### src/rtl/i2s_dac_tx.sv
// -----------------------------------------------------------------------------
// i2s_dac_tx
// -----------------------------------------------------------------------------
// Transmit half of the WM8731 I2S link, codec in master mode (it drives
// AUD_BCLK and AUD_DACLRCK). One 16-bit playback sample is fetched per LRCK
// frame through a request/valid handshake and sent mono-duplicated on the
// left and right channels, MSB first, with the standard one-bit I2S delay.
//
// Optional feature (compile-time macro DAC_HOLD_LAST_EN):
//   defined   : on underrun the previous sample is repeated
//   undefined : on underrun the frame is silent (0)
// The underrun pulse fires in both builds.
//
// Ports:
//   clk                in   system clock (50 MHz)
//   rst                in   synchronous active-high reset
//   enable             in   high while the top FSM is in PLAY_PLAY
//   aud_bclk           in   codec bit clock, asynchronous to clk
//   aud_daclrck        in   codec DAC word clock, asynchronous, low = left
//   play_data          in   [DATA_W] two's complement sample
//   play_valid         in   one-cycle strobe qualifying play_data
//   request_play_data  out  one-cycle pulse asking for the next sample
//   aud_dacdat         out  serial data to the codec
//   underrun           out  one-cycle pulse: no sample ready at frame start
// -----------------------------------------------------------------------------
module i2s_dac_tx #(
  parameter int DATA_W      = 16,
  parameter int SYNC_STAGES = 2
) (
  input  logic              clk,
  input  logic              rst,
  input  logic              enable,
  input  logic              aud_bclk,
  input  logic              aud_daclrck,
  input  logic [DATA_W-1:0] play_data,
  input  logic              play_valid,
  output logic              request_play_data,
  output logic              aud_dacdat,
  output logic              underrun
);

  localparam int CNT_W = $clog2(DATA_W + 1);
  localparam logic [CNT_W-1:0] FULL_CNT = CNT_W'(DATA_W);
  localparam logic [CNT_W-1:0] ONE_CNT  = CNT_W'(1);
  localparam logic [CNT_W-1:0] ZERO_CNT = CNT_W'(0);

  typedef enum logic [1:0] {
    ST_IDLE = 2'd0,
    ST_ARM  = 2'd1,
    ST_RUN  = 2'd2
  } state_t;

  // ---------------------------------------------------------------------------
  // Synchronisers and edge detection
  // ---------------------------------------------------------------------------
  logic [SYNC_STAGES-1:0] bclk_sync_r;
  logic [SYNC_STAGES-1:0] lrck_sync_r;
  logic                   bclk_prev_r;
  logic                   lrck_prev_r;
  logic                   bclk_s;
  logic                   lrck_s;
  logic                   bclk_fall_s;
  logic                   lr_fall_s;
  logic                   lr_rise_s;

  // Both pins shift through their chains in the same cycle so the relative
  // order of BCLK and LRCK edges survives synchronisation.
  always_ff @(posedge clk) begin
    if (rst) begin
      bclk_sync_r <= {SYNC_STAGES{1'b0}};
      lrck_sync_r <= {SYNC_STAGES{1'b0}};
      bclk_prev_r <= 1'b0;
      lrck_prev_r <= 1'b0;
    end else begin
      bclk_sync_r <= {bclk_sync_r[SYNC_STAGES-2:0], aud_bclk};
      lrck_sync_r <= {lrck_sync_r[SYNC_STAGES-2:0], aud_daclrck};
      bclk_prev_r <= bclk_sync_r[SYNC_STAGES-1];
      lrck_prev_r <= lrck_sync_r[SYNC_STAGES-1];
    end
  end

  assign bclk_s      = bclk_sync_r[SYNC_STAGES-1];
  assign lrck_s      = lrck_sync_r[SYNC_STAGES-1];
  assign bclk_fall_s = bclk_prev_r & ~bclk_s;
  assign lr_fall_s   = lrck_prev_r & ~lrck_s;
  assign lr_rise_s   = ~lrck_prev_r & lrck_s;

  // ---------------------------------------------------------------------------
  // FSM and datapath
  // ---------------------------------------------------------------------------
  state_t              state_r,       state_next;
  logic [DATA_W-1:0]   sreg_r,        sreg_next;
  logic [CNT_W-1:0]    bitcnt_r,      bitcnt_next;
  logic [DATA_W-1:0]   cur_sample_r,  cur_next;
  logic [DATA_W-1:0]   hold_r,        hold_next;
  logic                hold_full_r,   hold_full_next;
  logic                req_pending_r, req_pending_next;
  logic                dacdat_next;
  logic                req_next;
  logic                underrun_next;
  logic                accept_s;

  // A response is only taken while a request is outstanding.
  assign accept_s = play_valid & req_pending_r;

  // Next-state and next-datapath computation.
  always_comb begin
    state_next       = state_r;
    sreg_next        = sreg_r;
    bitcnt_next      = bitcnt_r;
    cur_next         = cur_sample_r;
    hold_next        = hold_r;
    hold_full_next   = hold_full_r;
    req_pending_next = req_pending_r;
    dacdat_next      = aud_dacdat;
    req_next         = 1'b0;
    underrun_next    = 1'b0;

    if (!enable) begin
      // Abort from any state; a word in flight is simply truncated.
      state_next       = ST_IDLE;
      dacdat_next      = 1'b0;
      hold_full_next   = 1'b0;
      req_pending_next = 1'b0;
      bitcnt_next      = ZERO_CNT;
    end else begin
      case (state_r)
        ST_IDLE: begin
          dacdat_next = 1'b0;
          state_next  = ST_ARM;
        end

        ST_ARM: begin
          dacdat_next = 1'b0;
          if (lr_fall_s) begin
            // Prime frame: ask for the first sample and send silence while
            // it is fetched.
            req_next         = 1'b1;
            req_pending_next = 1'b1;
            sreg_next        = {DATA_W{1'b0}};
            cur_next         = {DATA_W{1'b0}};
            bitcnt_next      = FULL_CNT;
            state_next       = ST_RUN;
          end else begin
            state_next = ST_ARM;
          end
        end

        ST_RUN: begin
          if (lr_fall_s) begin
            // Left channel start: pick up the fetched sample and request the
            // next one. A response arriving in this very cycle is bypassed
            // straight into the current frame.
            req_next         = 1'b1;
            req_pending_next = 1'b1;
            bitcnt_next      = FULL_CNT;
            if (hold_full_r) begin
              cur_next       = hold_r;
              sreg_next      = hold_r;
              hold_full_next = 1'b0;
            end else if (accept_s) begin
              cur_next  = play_data;
              sreg_next = play_data;
            end else begin
              underrun_next = 1'b1;
`ifdef DAC_HOLD_LAST_EN
              cur_next  = cur_sample_r;
              sreg_next = cur_sample_r;
`else
              cur_next  = {DATA_W{1'b0}};
              sreg_next = {DATA_W{1'b0}};
`endif
            end
          end else begin
            if (accept_s) begin
              hold_next        = play_data;
              hold_full_next   = 1'b1;
              req_pending_next = 1'b0;
            end else begin
              hold_next = hold_r;
            end

            // A channel load wins over a coincident BCLK fall; the MSB then
            // goes out on the next fall, giving the one-bit I2S delay.
            if (lr_rise_s) begin
              sreg_next   = cur_sample_r;
              bitcnt_next = FULL_CNT;
            end else if (bclk_fall_s) begin
              if (bitcnt_r != ZERO_CNT) begin
                dacdat_next = sreg_r[DATA_W-1];
                sreg_next   = {sreg_r[DATA_W-2:0], 1'b0};
                bitcnt_next = bitcnt_r - ONE_CNT;
              end else begin
                dacdat_next = 1'b0;
              end
            end else begin
              sreg_next = sreg_r;
            end
          end
        end

        default: begin
          state_next  = ST_IDLE;
          dacdat_next = 1'b0;
        end
      endcase
    end
  end

  // State, datapath and registered outputs.
  always_ff @(posedge clk) begin
    if (rst) begin
      state_r           <= ST_IDLE;
      sreg_r            <= {DATA_W{1'b0}};
      bitcnt_r          <= ZERO_CNT;
      cur_sample_r      <= {DATA_W{1'b0}};
      hold_r            <= {DATA_W{1'b0}};
      hold_full_r       <= 1'b0;
      req_pending_r     <= 1'b0;
      aud_dacdat        <= 1'b0;
      request_play_data <= 1'b0;
      underrun          <= 1'b0;
    end else begin
      state_r           <= state_next;
      sreg_r            <= sreg_next;
      bitcnt_r          <= bitcnt_next;
      cur_sample_r      <= cur_next;
      hold_r            <= hold_next;
      hold_full_r       <= hold_full_next;
      req_pending_r     <= req_pending_next;
      aud_dacdat        <= dacdat_next;
      request_play_data <= req_next;
      underrun          <= underrun_next;
    end
  end

endmodule

### config.mk
export PLATFORM = sky130hd
export DESIGN_NAME = i2s_dac_tx
export DESIGN_NICKNAME = d
export VERILOG_FILES = /design/src/rtl/i2s_dac_tx.sv
export SDC_FILE = /design/constraint.sdc
export NUM_CORES = 1
export LEC_CHECK = 0
export BUFFER_PORTS_ARGS = -buffer_cell sky130_fd_sc_hd__buf_2
export CAP_MARGIN = 20
export CORE_MARGIN = 10
export CORE_UTILIZATION = 40
export CTS_BUF_LIST = sky130_fd_sc_hd__clkbuf_8
export DETAILED_ROUTE_END_ITERATION = 16
export PLACE_DENSITY = 0.59
export REMOVE_ABC_BUFFERS = 1
export SYNTH_ARGS = -nofsm -noshare
export SYNTH_HDL_FRONTEND = slang
export SYNTH_SLANG_ARGS = --single-unit
### constraint.sdc
create_clock -name clk -period 3.5 [get_ports clk]
set_clock_uncertainty 0.2 [all_clocks]
set_input_delay 0.35 -clock clk [delete_from_list [all_inputs] [get_ports clk]]
set_output_delay 0.35 -clock clk [all_outputs]
set_load 0.05 [all_outputs]
# Word level (Yosys, flattened, before mapping)

Index checks and enable logic that the tools add are counted.

Register bits: 66
Output and inout bits: 3
Word-level logic and storage cells: 77

Add/subtract/negate cells: 1
Reductions and logical operators: 16
Equality and inequality tests: 7
Mux-type cells: 27
Bitwise gates (word level): 12

Operators by type and width:

| operator                                                            | number |
|---|---|
| 16-bit two-way mux                                                  | 8 |
| 16-bit one-hot mux with 2 select lines                              | 2 |
| 5-bit two-way mux                                                   | 5 |
| 4-bit AND reduction                                                 | 3 |
| 5-bit one-hot mux with 2 select lines                               | 1 |
| 1-bit two-way mux                                                   | 8 |
| 4-bit inequality test (second input constant)                       | 2 |
| 1-bit inverter                                                      | 8 |
| 2-bit one-hot mux with 3 select lines                               | 1 |
| 3-bit AND reduction                                                 | 2 |
| 3-bit OR reduction                                                  | 2 |
| 5-bit AND reduction                                                 | 1 |
| 5-bit nonzero test                                                  | 1 |
| 5-bit OR reduction                                                  | 1 |
| 5-bit by 1-bit subtractor with 5-bit output (second input constant) | 1 |
| 1-bit AND                                                           | 4 |
| 2-bit inequality test (second input constant)                       | 2 |
| 2-bit nonzero test                                                  | 2 |
| 2-bit OR reduction                                                  | 2 |
| 3-bit inequality test (second input constant)                       | 1 |
| 2-bit by 1-bit == test with 1-bit output (second input constant)    | 1 |
| 2-bit == test (second input constant)                               | 1 |
| 2-bit logical NOT                                                   | 1 |
| 2-bit two-way mux                                                   | 1 |
| 2 further kinds                                                     | 2 |

# Logic depth before layout (Yosys ltp)

Depth after elaboration: 6
Gate-level depth with buffers: 8
Depth with buffers taken out: 6

# Worst setup path after synthesis

No wires, ideal clock.

Path type: flip-flop to flip-flop
Start: reg lrck_sync_r[1]
End: reg bitcnt_r[3]
Slack: 1.452 ns
Data arrival time: 1.778 ns
Cell stages (with the launch flop): 9
Path buffers: 2
Data required time: 3.230 ns
Cell sequence: dfxtp_1 > inv_1 > ha_1 > buf_2 > or3b_1 > buf_2 > nand2b_1 > or4_1 > a21oi_1

Longest elaborated chain between the ends: 4
Elaborated cells on any way between the ends: 10
Those cells by class: eq/ne: 3; mux: 3; bitwise: 3; reduce/logical: 1

RTL lines:

| what                                                                                          | line | RTL |
|---|---|---|
| start, declared                                                                               | 57   | `logic [SYNC_STAGES-1:0] lrck_sync_r;` |
| start signal, assigned                                                                        | 71   | `lrck_sync_r <= {SYNC_STAGES{1'b0}};` |
| start signal, assigned                                                                        | 76   | `lrck_sync_r <= {lrck_sync_r[SYNC_STAGES-2:0], aud_daclrck};` |
| 1-bit inverter *                                                                              | 85   | `assign lr_fall_s = lrck_prev_r & ~lrck_s;` |
| 1-bit AND *                                                                                   | 85   |  |
| via lr_fall_s                                                                                 | 63   | `logic lr_fall_s;` |
| 4-bit inequality test (no source line), or another cell as far along                          | --   |  |
| 4-bit AND reduction (no source line) or 5-bit one-hot mux with 2 select lines (tied branches) | --   |  |
| end signal, assigned                                                                          | 226  | `bitcnt_r <= bitcnt_next;` |
| end, declared                                                                                 | 93   | `logic [CNT_W-1:0] bitcnt_r, bitcnt_next;` |

The timed path passes the listed nets; every way through them passes the cells marked *.
A chain may end at the register's enable or synchronous reset.

# Worst setup path in the final report

Start: reg lrck_sync_r[1]
End: reg sreg_r[14]

Longest elaborated chain between the ends: 4
Elaborated cells on any way between the ends: 10
Those cells by class: eq/ne: 3; mux: 3; bitwise: 3; reduce/logical: 1

RTL lines:

| what                                                                                           | line | RTL |
|---|---|---|
| 1-bit inverter *                                                                               | 85   |  |
| 1-bit AND *                                                                                    | 85   |  |
| via lr_fall_s                                                                                  | 63   |  |
| 4-bit inequality test (no source line), or another cell as far along                           | --   |  |
| 5-bit AND reduction (no source line) or 16-bit one-hot mux with 2 select lines (tied branches) | --   |  |
| end signal, assigned                                                                           | 214  | `sreg_r <= {DATA_W{1'b0}};` |
| end signal, assigned                                                                           | 225  | `sreg_r <= sreg_next;` |
| end, declared                                                                                  | 92   | `logic [DATA_W-1:0] sreg_r, sreg_next;` |

Marks and branches as above.

==> summary.txt <==
Timing
  • Slew at the pin closest to its max-slew limit: 0.740 ns
  • Setup violations, final: 0
  • Slew HR: 50.5%
  • Fmax achieved: 0.410 GHz
  • Final Max Tran Viols: 0
  • Fin crit share: 69.7%
  • Final hold violation count: 0
  • TNS Setup: 0 ns
  • RSZ-0062 raised after global routing: false
  • Tmin final: 2.44 ns

Place
  • Gpl congestion: 0.792
  • Port Buffer Count: 24
  • Hpwl dp: 4170 um

Pwr
  • Pleak: 1.34 nW
  • Internal Pwr Total: 1.19 mW
  • Comb power frac: 3.9%
  • Maximum vdd ir drop: 0.174 mV
  • Part of the power in registers: 49.5%
  • Net Sw Frac: 22.0%
  • Power Total: 1.53 mW
  • Power per cell area: 458 nW/um^2
  • Clock power share: 46.6%
  • Switching power: 0.336 mW

Die
  • Chip Width: 106 um
  • Cell Rows: 31
  • Die footprint: 11200 sq um
  • Die span in y: 106 um
  • Core Area: 7210 sq um
  • Initial core utilization: 40.9%
  • Io pins: 25

Route
  • First drt pass iteration count: 4
  • Routed via count: 2268
  • DRC Markers: 0
  • WL/cell: 15.1 um
  • DRT antenna net count: 0
  • Vias/cell: 5.25
  • Routed wire length: 6540 um
  • 1st-iter DRT viols: 92

Worst setup path
  • WP data required: 3.51 ns
  • Crit Path Class: flip-flop to flip-flop
  • Cells along the critical path: inv_1, ha_1, o311ai_2, a211o_1, o2bb2ai_1
  • CP max FO: 16
  • CP Buf/Inv Count: 1
  • Largest stage delay, worst path: 0.65 ns
  • Crit. End Element: flip-flop
  • Crit-path slowest cell: o311ai_2
  • Levels on crit path: 5
  • Critical Path AT: 2.44 ns
  • CP delay by family, top: compound AO/OA/AOI/OAI gates
  • R2R cell count: 5
  • Startpoint Class: flip-flop

Worst hold path
  • WHS Path Cells: 2
  • Hold Path Class: input pin to flip-flop

Logic synthesis
  • Register area share after synthesis: 44.7%
  • Synth cell types: 39
  • Cell count after synthesis: 314
  • Post-synth EDFFs: 0
  • Synthesis-stage register bit count: 66
  • Post-Syn Area: 2950 sq um
  • FFs w/ async S/R, synth: 0%
  • Ys Warns: 0
  • Syn Area/Cell: 9.41 sq um
  • Top_reg_cell synth: dfxtp_1

Clock network
  • Worst-Skew Late Latency: 0.34 ns
  • Postcts setup bufs: 0
  • Post-CTS Resized: 0
  • CTS buffer count: 9
  • CTS Root Cell: clkbuf_8
  • CTS Hold Bufs: 0
  • CTS max path bufs: 2
  • Reg clk slew, reported paths: 0.07 ns
  • CTS tree: built
  • H-tree levels: 3
  • Clock Sinks: 66

Final layout
  • Syn-to-layout area delta: 13.0%
  • Share of cells above drive strength 1: 14.7%
  • Ant. Diodes: 0
  • Nets@finish: 356

GRT
  • Vias in the first global route: 2240
  • GRT Total Usage: 11.9%
  • Global-route wire length before repair: 11000 um
  • Pin count of the biggest net entering global routing: 33
  • Grt total ovfl: 0
  • Initial antenna violation count: 0

Outcome
  • Outcome: finished, final reports clean

Flow run
  • Max-Cap Viols: 0
-- per-stage QoR --
stage	setup WS, ns	cells	utilization (%)	hold slack (ns)	cell area [sq um]
final	1.06	432	46.3	0.0148	3340
after floorplan	0.914	288	-	0.214	2840
after global routing	0.828	432	46.3	0.0214	3340
after CTS	1.05	432	46.3	0.00999	3340
after detailed placement	1.06	416	43.2	0.222	3120
after global placement	1.09	416	43.2	0.216	3120
-- path summary, 6_finish.rpt --
path	startpoint	to	slack (ns)
hold / removal	aud_daclrck	lrck_sync_r[0]$_SDFF_PP0_	0.01
setup reg to reg	lrck_sync_r[1]$_SDFF_PP0_	sreg_r[14]$_SDFFE_PP0P_	1.06
hold reg to reg	bclk_sync_r[0]$_SDFF_PP0_	bclk_sync_r[1]$_SDFF_PP0_	0.24
setup / recovery	lrck_sync_r[1]$_SDFF_PP0_	sreg_r[14]$_SDFFE_PP0P_	1.06
-- cells in the final DEF, fill, tap and decap left out, types with 3 or more instances in the layout --
cell	instances
o2bb2ai_1	15
buf_4	5
nand2_1	4
nor2_1	51
nand2b_1	4
clkbuf_8	10
or4_1	4
o31ai_1	3
a21oi_1	25
buf_2	24
a22o_1	15
ha_1	6
dfxtp_1	66
mux2i_1	31
nor2b_1	9
a22oi_1	16
inv_1	10
nand3_1	5
o21ai_0	3
and3_1	3
-- cells in the mapped netlist, drive strengths merged, types with 2 or more instances --
cell type  number  area (sq um)
inv             9          33.8
clkbuf         12          45.0
a22oi          16           120
buf            14          72.6
a31oi           2          18.8
a22o           15           131
o2bb2ai        15           131
o21ai           3          15.0
a21oi          25           125
nor2           51           191
ha              6          75.1
mux2i          31           310
nand2           4          15.0
o31ai           3          22.5
nand3           5          25.0
a2111oi         2          17.5
dfxtp          66          1320
or4             4          30.0
nand2b          4          25.0
nor2b           9          56.3
and3            3          18.8
-- state kept, by name, indices dropped and copies added, names as in the netlist --
name and count:
cur_sample_r 16, hold_full_r 1, lrck_prev_r 1, bclk_prev_r 1
underrun 1, bitcnt_r 5, bclk_sync_r 2, request_play_data 1
req_pending_r 1, hold_r 16, lrck_sync_r 2, aud_dacdat 1
sreg_r 16, state_r 2
-- kinds of logic after synthesis --
logic type / after synthesis / share of synthesized area [%]
buffers and inverters: 35 / 5.12
AO/OA/AOI/OAI: 88 / 22.0
flip-flops: 66 / 44.7
AND/OR/NAND/NOR: 87 / 14.7
multiplexers: 32 / 10.9
adder cells (fa/ha/maj): 6 / 2.54
-- power by group through the flow --
stage | registers [mW] | logic (mW) | clock network, mW
2_1_floorplan | 0.773 | 0.0257 | 0
3_3_place_gp | 0.773 | 0.0596 | 0
3_5_place_dp | 0.773 | 0.0598 | 0
4_1_cts | 0.756 | 0.0600 | 0.720
5_1_grt | 0.756 | 0.0662 | 0.752
6_report | 0.756 | 0.0597 | 0.711
-- final cells by class --
class / instances / area [sq um]
Inverter: 9 / 33.8
Tap cell: 99 / 124
Clock inverter: 6 / 81.3
Clock buffer: 10 / 138
Multi-Input combinational cell: 213 / 1480
Sequential cell: 66 / 1320
Fill cell: 737 / 3880
Timing Repair Buffer: 29 / 158
-- layer usage --
metal / global-route usage (%) / up-vias / wire, um
met3: 2.36 / 9 / 168
met2: 18.8 / 35 / 3010
li1: - / 1164 / -
met5: 0 / - / 0
met4: 6.29 / 0 / 129
met1: 15.0 / 1060 / 3240
(Power assumes the default switching activity.)
